===== src/rtl/clock_timekeeper_if.sv =====
// Set-time handshake bundle between a controller (master) and the timekeeper (slave).
// set_time packs {hour[16:12], min[11:6], sec[5:0]} in binary.
interface clock_timekeeper_if;
    logic        set_valid;
    logic        set_ready;
    logic [16:0] set_time;
    logic        set_done;
    logic        set_err;

    modport master (
        output set_valid,
        output set_time,
        input  set_ready,
        input  set_done,
        input  set_err
    );

    modport slave (
        input  set_valid,
        input  set_time,
        output set_ready,
        output set_done,
        output set_err
    );
endinterface


===== src/rtl/clock_timekeeper.sv =====
// hh:mm:ss timekeeper driven from the system clock through a seconds prescaler.
// Validated time load over a ready/valid port, 12/24 h BCD display digits,
// NUM_ALARMS hh:mm alarm comparators, and sec/day ticks for downstream blocks.
module clock_timekeeper #(
    parameter int TICKS_PER_SEC = 50_000_000,
    parameter int NUM_ALARMS    = 2,
    localparam int AW           = (NUM_ALARMS > 1) ? $clog2(NUM_ALARMS) : 1
) (
    input  logic                  clk,
    input  logic                  rst_n,
    input  logic                  run,
    input  logic                  mode_12h,
    clock_timekeeper_if.slave     set_if,
    input  logic                  alarm_we,
    input  logic [AW-1:0]         alarm_idx,
    input  logic [10:0]           alarm_time,
    input  logic [NUM_ALARMS-1:0] alarm_en,
    output logic [NUM_ALARMS-1:0] alarm_hit,
    output logic                  sec_tick,
    output logic                  day_tick,
    output logic [4:0]            hour_out,
    output logic                  pm,
    output logic [3:0]            sec_1s,
    output logic [3:0]            sec_10s,
    output logic [3:0]            min_1s,
    output logic [3:0]            min_10s,
    output logic [3:0]            hr_1s,
    output logic [3:0]            hr_10s
);

    localparam int CW = $clog2(TICKS_PER_SEC);

    typedef enum logic [1:0] {S_IDLE, S_CHECK, S_COMMIT} state_t;

    state_t                r_state;
    logic [CW-1:0]         r_cnt;
    logic [4:0]            r_hour;
    logic [5:0]            r_min;
    logic [5:0]            r_sec;
    logic [16:0]           r_cap;
    logic                  r_sec_tick;
    logic                  r_day_tick;
    logic                  r_set_done;
    logic                  r_set_err;
    logic [NUM_ALARMS-1:0] r_alarm_hit;
    logic [10:0]           r_alarm [NUM_ALARMS];

    logic                  w_tick;
    logic [4:0]            w_nhour;
    logic [5:0]            w_nmin;
    logic [5:0]            w_nsec;
    logic                  w_day;
    logic [NUM_ALARMS-1:0] w_hit;
    logic [4:0]            w_hdisp;
    logic [7:0]            w_hr_bcd;
    logic [7:0]            w_min_bcd;
    logic [7:0]            w_sec_bcd;

    // Binary 0..63 to two BCD digits {tens, ones}.
    function automatic logic [7:0] to_bcd(input logic [5:0] v);
        logic [5:0] t;
        t = v / 6'd10;
        return {t[3:0], 4'(v - t * 6'd10)};
    endfunction

    // The prescaler only advances while the set FSM is idle, so a load never eats or duplicates a tick.
    assign w_tick = run && (r_state == S_IDLE) && (r_cnt == CW'(TICKS_PER_SEC - 1));

    // Next-second time value and alarm matches against that value.
    always_comb begin
        w_nsec  = r_sec;
        w_nmin  = r_min;
        w_nhour = r_hour;
        w_day   = 1'b0;
        if (r_sec == 6'd59) begin
            w_nsec = 6'd0;
            if (r_min == 6'd59) begin
                w_nmin = 6'd0;
                if (r_hour == 5'd23) begin
                    w_nhour = 5'd0;
                    w_day   = 1'b1;
                end else begin
                    w_nhour = r_hour + 5'd1;
                end
            end else begin
                w_nmin = r_min + 6'd1;
            end
        end else begin
            w_nsec = r_sec + 6'd1;
        end
        // Out-of-range stored alarms can never equal a legal time, so they simply never match.
        for (int i = 0; i < NUM_ALARMS; i++) begin
            w_hit[i] = alarm_en[i] && (r_alarm[i][10:6] == w_nhour) &&
                       (r_alarm[i][5:0] == w_nmin) && (w_nsec == 6'd0);
        end
    end

    // Set FSM, prescaler, time registers and all registered pulses.
    always_ff @(posedge clk or negedge rst_n) begin
        if (!rst_n) begin
            r_state     <= S_IDLE;
            r_cnt       <= '0;
            r_hour      <= '0;
            r_min       <= '0;
            r_sec       <= '0;
            r_cap       <= '0;
            r_sec_tick  <= 1'b0;
            r_day_tick  <= 1'b0;
            r_set_done  <= 1'b0;
            r_set_err   <= 1'b0;
            r_alarm_hit <= '0;
        end else begin
            r_sec_tick  <= 1'b0;
            r_day_tick  <= 1'b0;
            r_set_done  <= 1'b0;
            r_set_err   <= 1'b0;
            r_alarm_hit <= '0;

            if (w_tick) begin
                r_cnt       <= '0;
                r_sec       <= w_nsec;
                r_min       <= w_nmin;
                r_hour      <= w_nhour;
                r_sec_tick  <= 1'b1;
                r_day_tick  <= w_day;
                r_alarm_hit <= w_hit;
            end else if (run && (r_state == S_IDLE)) begin
                r_cnt <= r_cnt + CW'(1);
            end

            case (r_state)
                S_IDLE: begin
                    if (set_if.set_valid) begin
                        r_cap   <= set_if.set_time;
                        r_state <= S_CHECK;
                    end
                end
                S_CHECK: begin
                    if ((r_cap[16:12] > 5'd23) || (r_cap[11:6] > 6'd59) || (r_cap[5:0] > 6'd59)) begin
                        r_set_err <= 1'b1;
                        r_state   <= S_IDLE;
                    end else begin
                        r_state <= S_COMMIT;
                    end
                end
                S_COMMIT: begin
                    // Alarm pulses are only ever raised by a tick, never by a load.
                    r_hour     <= r_cap[16:12];
                    r_min      <= r_cap[11:6];
                    r_sec      <= r_cap[5:0];
                    r_cnt      <= '0;
                    r_set_done <= 1'b1;
                    r_state    <= S_IDLE;
                end
                default: r_state <= S_IDLE;
            endcase
        end
    end

    // Alarm slot storage; writes to non-existent slots are dropped.
    always_ff @(posedge clk or negedge rst_n) begin
        if (!rst_n) begin
            for (int i = 0; i < NUM_ALARMS; i++) begin
                r_alarm[i] <= '0;
            end
        end else if (alarm_we && (int'(alarm_idx) < NUM_ALARMS)) begin
            r_alarm[alarm_idx] <= alarm_time;
        end
    end

    // Display hour: 0 shows as 12, 13..23 fold down by 12 in 12 h mode.
    always_comb begin
        w_hdisp = r_hour;
        if (mode_12h) begin
            if (r_hour == 5'd0) begin
                w_hdisp = 5'd12;
            end else if (r_hour > 5'd12) begin
                w_hdisp = r_hour - 5'd12;
            end
        end
    end

    assign w_hr_bcd  = to_bcd({1'b0, w_hdisp});
    assign w_min_bcd = to_bcd(r_min);
    assign w_sec_bcd = to_bcd(r_sec);

    assign hr_10s  = w_hr_bcd[7:4];
    assign hr_1s   = w_hr_bcd[3:0];
    assign min_10s = w_min_bcd[7:4];
    assign min_1s  = w_min_bcd[3:0];
    assign sec_10s = w_sec_bcd[7:4];
    assign sec_1s  = w_sec_bcd[3:0];

    assign hour_out  = r_hour;
    assign pm        = (r_hour >= 5'd12);
    assign sec_tick  = r_sec_tick;
    assign day_tick  = r_day_tick;
    assign alarm_hit = r_alarm_hit;

    assign set_if.set_ready = (r_state == S_IDLE);
    assign set_if.set_done  = r_set_done;
    assign set_if.set_err   = r_set_err;

endmodule


===== src/flat_wrapper.sv =====
// flat-port wrapper written by rule: the top's interface ports become plain ports
module clock_timekeeper_flat 
#(
    parameter int TICKS_PER_SEC = 50_000_000,
    parameter int NUM_ALARMS    = 2,
    localparam int AW           = (NUM_ALARMS > 1) ? $clog2(NUM_ALARMS) : 1
)
  (clk, rst_n, run, mode_12h, alarm_we, alarm_idx, alarm_time, alarm_en, alarm_hit, sec_tick, day_tick, hour_out, pm, sec_1s, sec_10s, min_1s, min_10s, hr_1s, hr_10s, set_if_set_valid, set_if_set_time, set_if_set_ready, set_if_set_done, set_if_set_err);
  clock_timekeeper_if set_if_i ();
  input  logic clk;
  input  logic rst_n;
  input  logic run;
  input  logic mode_12h;
  input  logic alarm_we;
  input  logic [AW-1:0] alarm_idx;
  input  logic [10:0] alarm_time;
  input  logic [NUM_ALARMS-1:0] alarm_en;
  output logic [NUM_ALARMS-1:0] alarm_hit;
  output logic sec_tick;
  output logic day_tick;
  output logic [4:0] hour_out;
  output logic pm;
  output logic [3:0] sec_1s;
  output logic [3:0] sec_10s;
  output logic [3:0] min_1s;
  output logic [3:0] min_10s;
  output logic [3:0] hr_1s;
  output logic [3:0] hr_10s;
  input wire logic [$bits(set_if_i.set_valid)-1:0] set_if_set_valid;
  input wire logic [$bits(set_if_i.set_time)-1:0] set_if_set_time;
  output wire logic [$bits(set_if_i.set_ready)-1:0] set_if_set_ready;
  output wire logic [$bits(set_if_i.set_done)-1:0] set_if_set_done;
  output wire logic [$bits(set_if_i.set_err)-1:0] set_if_set_err;
  assign set_if_i.set_valid = set_if_set_valid;
  assign set_if_i.set_time = set_if_set_time;
  assign set_if_set_ready = set_if_i.set_ready;
  assign set_if_set_done = set_if_i.set_done;
  assign set_if_set_err = set_if_i.set_err;
  clock_timekeeper #(.TICKS_PER_SEC(TICKS_PER_SEC), .NUM_ALARMS(NUM_ALARMS)) u_core (.clk(clk), .rst_n(rst_n), .run(run), .mode_12h(mode_12h), .set_if(set_if_i), .alarm_we(alarm_we), .alarm_idx(alarm_idx), .alarm_time(alarm_time), .alarm_en(alarm_en), .alarm_hit(alarm_hit), .sec_tick(sec_tick), .day_tick(day_tick), .hour_out(hour_out), .pm(pm), .sec_1s(sec_1s), .sec_10s(sec_10s), .min_1s(min_1s), .min_10s(min_10s), .hr_1s(hr_1s), .hr_10s(hr_10s));
endmodule

===== config.mk =====
export PLATFORM = sky130hd
export DESIGN_NAME = clock_timekeeper_flat
export DESIGN_NICKNAME = d
export VERILOG_FILES = /design/src/rtl/clock_timekeeper_if.sv /design/src/rtl/clock_timekeeper.sv /design/src/flat_wrapper.sv
export SDC_FILE = /design/constraint.sdc
export NUM_CORES = 1
export LEC_CHECK = 0
export BUFFER_PORTS_ARGS = -buffer_cell sky130_fd_sc_hd__buf_4
export CORE_MARGIN = 1
export CORE_UTILIZATION = 25
export DETAILED_ROUTE_END_ITERATION = 12
export GPL_TIMING_DRIVEN = 0
export HOLD_SLACK_MARGIN = 0.1
export PLACE_DENSITY = 0.48
export SYNTH_ARGS = -nofsm -noshare
export SYNTH_HDL_FRONTEND = slang
export SYNTH_SLANG_ARGS = --single-unit

===== constraint.sdc =====
create_clock -name clk -period 3.9 [get_ports clk]
set_input_delay 0.39 -clock clk [delete_from_list [all_inputs] [get_ports clk]]
set_output_delay 0.39 -clock clk [all_outputs]
set_load 0.005 [all_outputs]

==> flow_metrics.tcl <==
set metrics [dict create \
    outcome "complete, no violations" \
    hold_buffers 0 \
    worst_path_largest_cell_delay_ns 0.47 \
    area_growth_pct 21.9 \
    finalSetupViolations 0 \
    yosys_warnings 0 \
    swShare_pct 41.5 \
    fill_cells 2320 \
    place_hpwl_mm 12.3 \
    fin_cells 973 \
    fp.coreArea_um2 22100 \
    timing.final.ws_setup_ns 0.237 \
    rows 54 \
    combPwrFrac_pct 52.6 \
    crit_type "flop to output port" \
    synth_edf_count 0 \
    cts_tree "built" \
    synth_sequential_area_ratio_pct 39.5 \
    grt.total_usage_pct 14.5 \
    avgSynthCellArea_um2 9.47 \
    drtIter0Drc 218 \
    synthFlopType "dfrtp_1" \
    arrival_ns 3.27 \
    worst_r2r_startpoint "u_core.r_sec[0]" \
    clockBufferDepth 2 \
    wl_per_cell_um 16.9 \
    drv_cap 0 \
    max_freq_ghz 0.273 \
    synth_seq_cells 90 \
    rr_endpoint "u_core.alarm_hit[1]" \
    vdd_drop_max_uv 243 \
    start_kind "flop" \
    leakage_nw 2.95 \
    gp_congestion 0.859 \
    path_cells "clkbuf_2 > maj3_1 > a21o_1 > inv_1 > ha_1 > nor3b_1 > o21ai_1 > ha_1 > inv_1 > fa_1 > xor2_1 > buf_4" \
    nets 747 \
    min_period_over_period_pct 93.9 \
    worstSkewPairLatency_ns 0.35 \
    diodes 0 \
    pre_cts_ws_ns 0.130 \
    numPlacedInstances 954 \
    die_area_um2 23400 \
    hold-worst-slack_ns 0.262 \
    finalCoreUtilization_pct 31.5 \
    finalCriticalPeriod_ns 3.66 \
    vias_per_cell 5.00 \
    grt_pass1_wl_mm 26.3 \
    numCtsBuffers 9 \
    grt_overflow 0 \
    drive_gt1_share_pct 24.1 \
    num_vias 4861 \
    wirelength_mm 16.4 \
    drv_slew 0 \
    synth_cell_types 72 \
    p_sw_mw 2.08 \
    cp_max_fo 10 \
    antenna_found_initial 0 \
    numClockSinks 90 \
    root_buffer "clkbuf_16" \
    cp-end-kind "output port" \
    r2r_cells 8 \
    regArea_um2 2260 \
    hold_violations 0 \
    synthArstFlopShare_pct 100 \
    crit_start "u_core.r_sec[2]" \
    seq_power_share_pct 29.6 \
    clkTransAtPathRegs_ns 0.07 \
    grt_max_degree 91 \
    endpoint "sec_1s[3]" \
    syn_area_um2 5700 \
    worstMarginPinSlew_ns 1.19 \
    firstDrtPassIters 5 \
    multi_input_area_um2 3180 \
    slew_headroom_pct 20.5 \
    cts_max_level 3 \
    clkPwrFrac_pct 17.9 \
    powerDensity_nw_per_um2 722 \
    io_pins 74 \
    p_int_mw 2.94 \
    grt_pass1_vias 4661 \
    hold_path_class "input pin to flop" \
    worst-path-buf-inv 4 \
    cp_top_family "adder cells" \
    finalClockSkew_ns 0.0145 \
    crit_cells 12 \
    io_buffers 69 \
    required_ns 3.51 \
    synth_cells 602 \
    ant_nets 0 \
    start_util_pct 25.8 \
    die_w_um 153 \
    fp.dieH_um 153 \
    remaining_drc_errors 0 \
    slowest_stage "dfrtp_1" \
    r2r_setup_slack_ns 0.77 \
]
## routing by layer
| metal | routed length [µm] | global-route usage, % | vias to the layer above |
|---|---|---|---|
| met1 | 7610 | 19.5 | 2381 |
| li1 | - | - | 2348 |
| met2 | 7820 | 23.1 | 115 |
| met3 | 741 | 2.64 | 17 |
| met4 | 266 | 5.48 | 0 |
| met5 | 0 | 0 | - |
## sequential cells by signal (all words and copies together), names as in the netlist
signal / flops
u_core.alarm_hit: 2
u_core.r_cap: 17
u_core.r_min: 6
u_core.sec_tick: 1
u_core.r_state: 2
u_core.set_if.set_done: 1
u_core.r_alarm: 22
u_core.day_tick: 1
u_core.hour_out: 5
u_core.r_sec: 6
u_core.set_if.set_err: 1
u_core.r_cnt: 26
## how the worst min path moves through the flow
stage | start | to | slack, ns | depth (start not counted)
3_3_place_gp | u_core.r_cnt[21] | u_core.r_cnt[21] | 0.46 | 1
4_1_cts | alarm_time[1] | u_core.r_alarm[12] | 0.24 | 3
3_5_place_dp | u_core.r_cnt[21] | u_core.r_cnt[21] | 0.46 | 1
6_report | alarm_time[1] | u_core.r_alarm[12] | 0.26 | 3
5_1_grt | alarm_time[1] | u_core.r_alarm[12] | 0.26 | 3
2_1_floorplan | rst_n | u_core.alarm_hit[0] | 0.09 | 0
## power groups by stage
stage	combinational, mW	clock (mW)	sequential [mW]
final	2.64	0.896	1.48
after global routing	2.97	0.971	1.53
after CTS	2.60	0.931	1.50
after detailed placement	2.58	0	1.51
after global placement	2.58	0	1.50
after floorplan	1.62	0	1.38
## what timing repair did
item | CTS | global route
setup buffers | 0 | 5
gates resized for setup | 7 | 21
pin swaps | 0 | 1
setup endpoints to repair | 4 | 6
hold endpoints to repair | 0 | 0
## worst reg2reg max path: stages, from the launching register on
cell	delay, ns
dfrtp_1	0.51
ha_1	0.20
buf_4	0.17
nand3_1	0.22
a2111oi_0	0.78
or3b_2	0.25
nand4_1	0.11
a2111o_1	0.39
nor4_1	0.38
## cell usage in the layout (no fill, tap or decap), types with 6 or more instances in the layout
master | synthesis | final
a21oi_1 | 19 | 19
nor3_1 | 11 | 11
o22ai_1 | 7 | 7
nand3_1 | 32 | 32
clkbuf_1 | 23 | 18
o21ai_0 | 27 | 25
nand2b_1 | 6 | 6
and2_1 | 6 | 6
and3_1 | 9 | 9
nand2_1 | 52 | 52
ha_1 | 19 | 17
a21o_1 | 7 | 7
mux2i_1 | 6 | 6
nand4_1 | 14 | 14
mux2_2 | 38 | 38
a31oi_1 | 12 | 11
buf_4 | 11 | 86
inv_1 | 30 | 28
xnor2_1 | 18 | 18
nor2_1 | 40 | 40
xor2_1 | 22 | 22
dfrtp_1 | 90 | 86
o221ai_1 | 7 | 7
clkbuf_16 | 0 | 9
## cell families after synthesis
logic type               share of synthesized area [%]
multiplexers                                      8.82
AND/OR/NAND/NOR                                   19.1
AO/OA/AOI/OAI                                     15.6
other                                           0.0658
flip-flops                                        39.5
adder cells (fa/ha/maj)                           5.40
buffers and inverters                             5.38
XOR/XNOR                                          6.14
## per-stage QoR
stage	cell area [µm²]	TNS, ns	power [mW]
detailed placement	6580	0	4.08
floorplan	5710	0	3.00
global route	6950	-0.0832	5.47
CTS	6880	0	5.02
finish	6950	0	5.02
global placement	6580	0	4.08
## Yosys cell counts (3+ instances only)
cell type | instances | area [µm²]
fa_1 | 3 | 60.1
or4_1 | 4 | 30.0
and2_1 | 6 | 37.5
nor3b_1 | 4 | 30.0
o21bai_1 | 3 | 22.5
a21o_1 | 7 | 52.6
mux2i_1 | 6 | 60.1
o21ai_0 | 27 | 135
and4_1 | 3 | 26.3
mux2_2 | 38 | 428
a32oi_1 | 4 | 35.0
nand3_1 | 32 | 160
ha_1 | 19 | 238
dfrtp_1 | 90 | 2250
a31oi_1 | 12 | 75.1
nor2_1 | 40 | 150
nor2b_1 | 4 | 25.0
a22oi_1 | 5 | 37.5
o211ai_1 | 5 | 37.5
nor3_1 | 11 | 55.1
inv_1 | 30 | 113
nand4b_1 | 3 | 26.3
nand2b_1 | 6 | 37.5
a221o_1 | 5 | 50.1
o221ai_1 | 7 | 61.3
o22ai_1 | 7 | 43.8
and3_1 | 9 | 56.3
nand4_1 | 14 | 87.6
o31ai_1 | 5 | 37.5
xor2_1 | 22 | 193
buf_4 | 11 | 82.6
nand2_1 | 52 | 195
clkbuf_1 | 23 | 86.3
xnor2_1 | 18 | 158
a21oi_1 | 19 | 95.1
## final cells by class
| class | instances | share of cell area (%) |
|---|---|---|
| repair buffers | 74 | 7.99 |
| clock inverters | 5 | 0.918 |
| inverters | 30 | 1.69 |
| plain buffers | 36 | 2.81 |
| flip-flops and latches | 90 | 32.5 |
| clock buffers | 11 | 3.35 |
| multi-input cells | 447 | 45.7 |
| well taps | 280 | 5.04 |
Note: power is estimated with default switching activity, not from simulation.
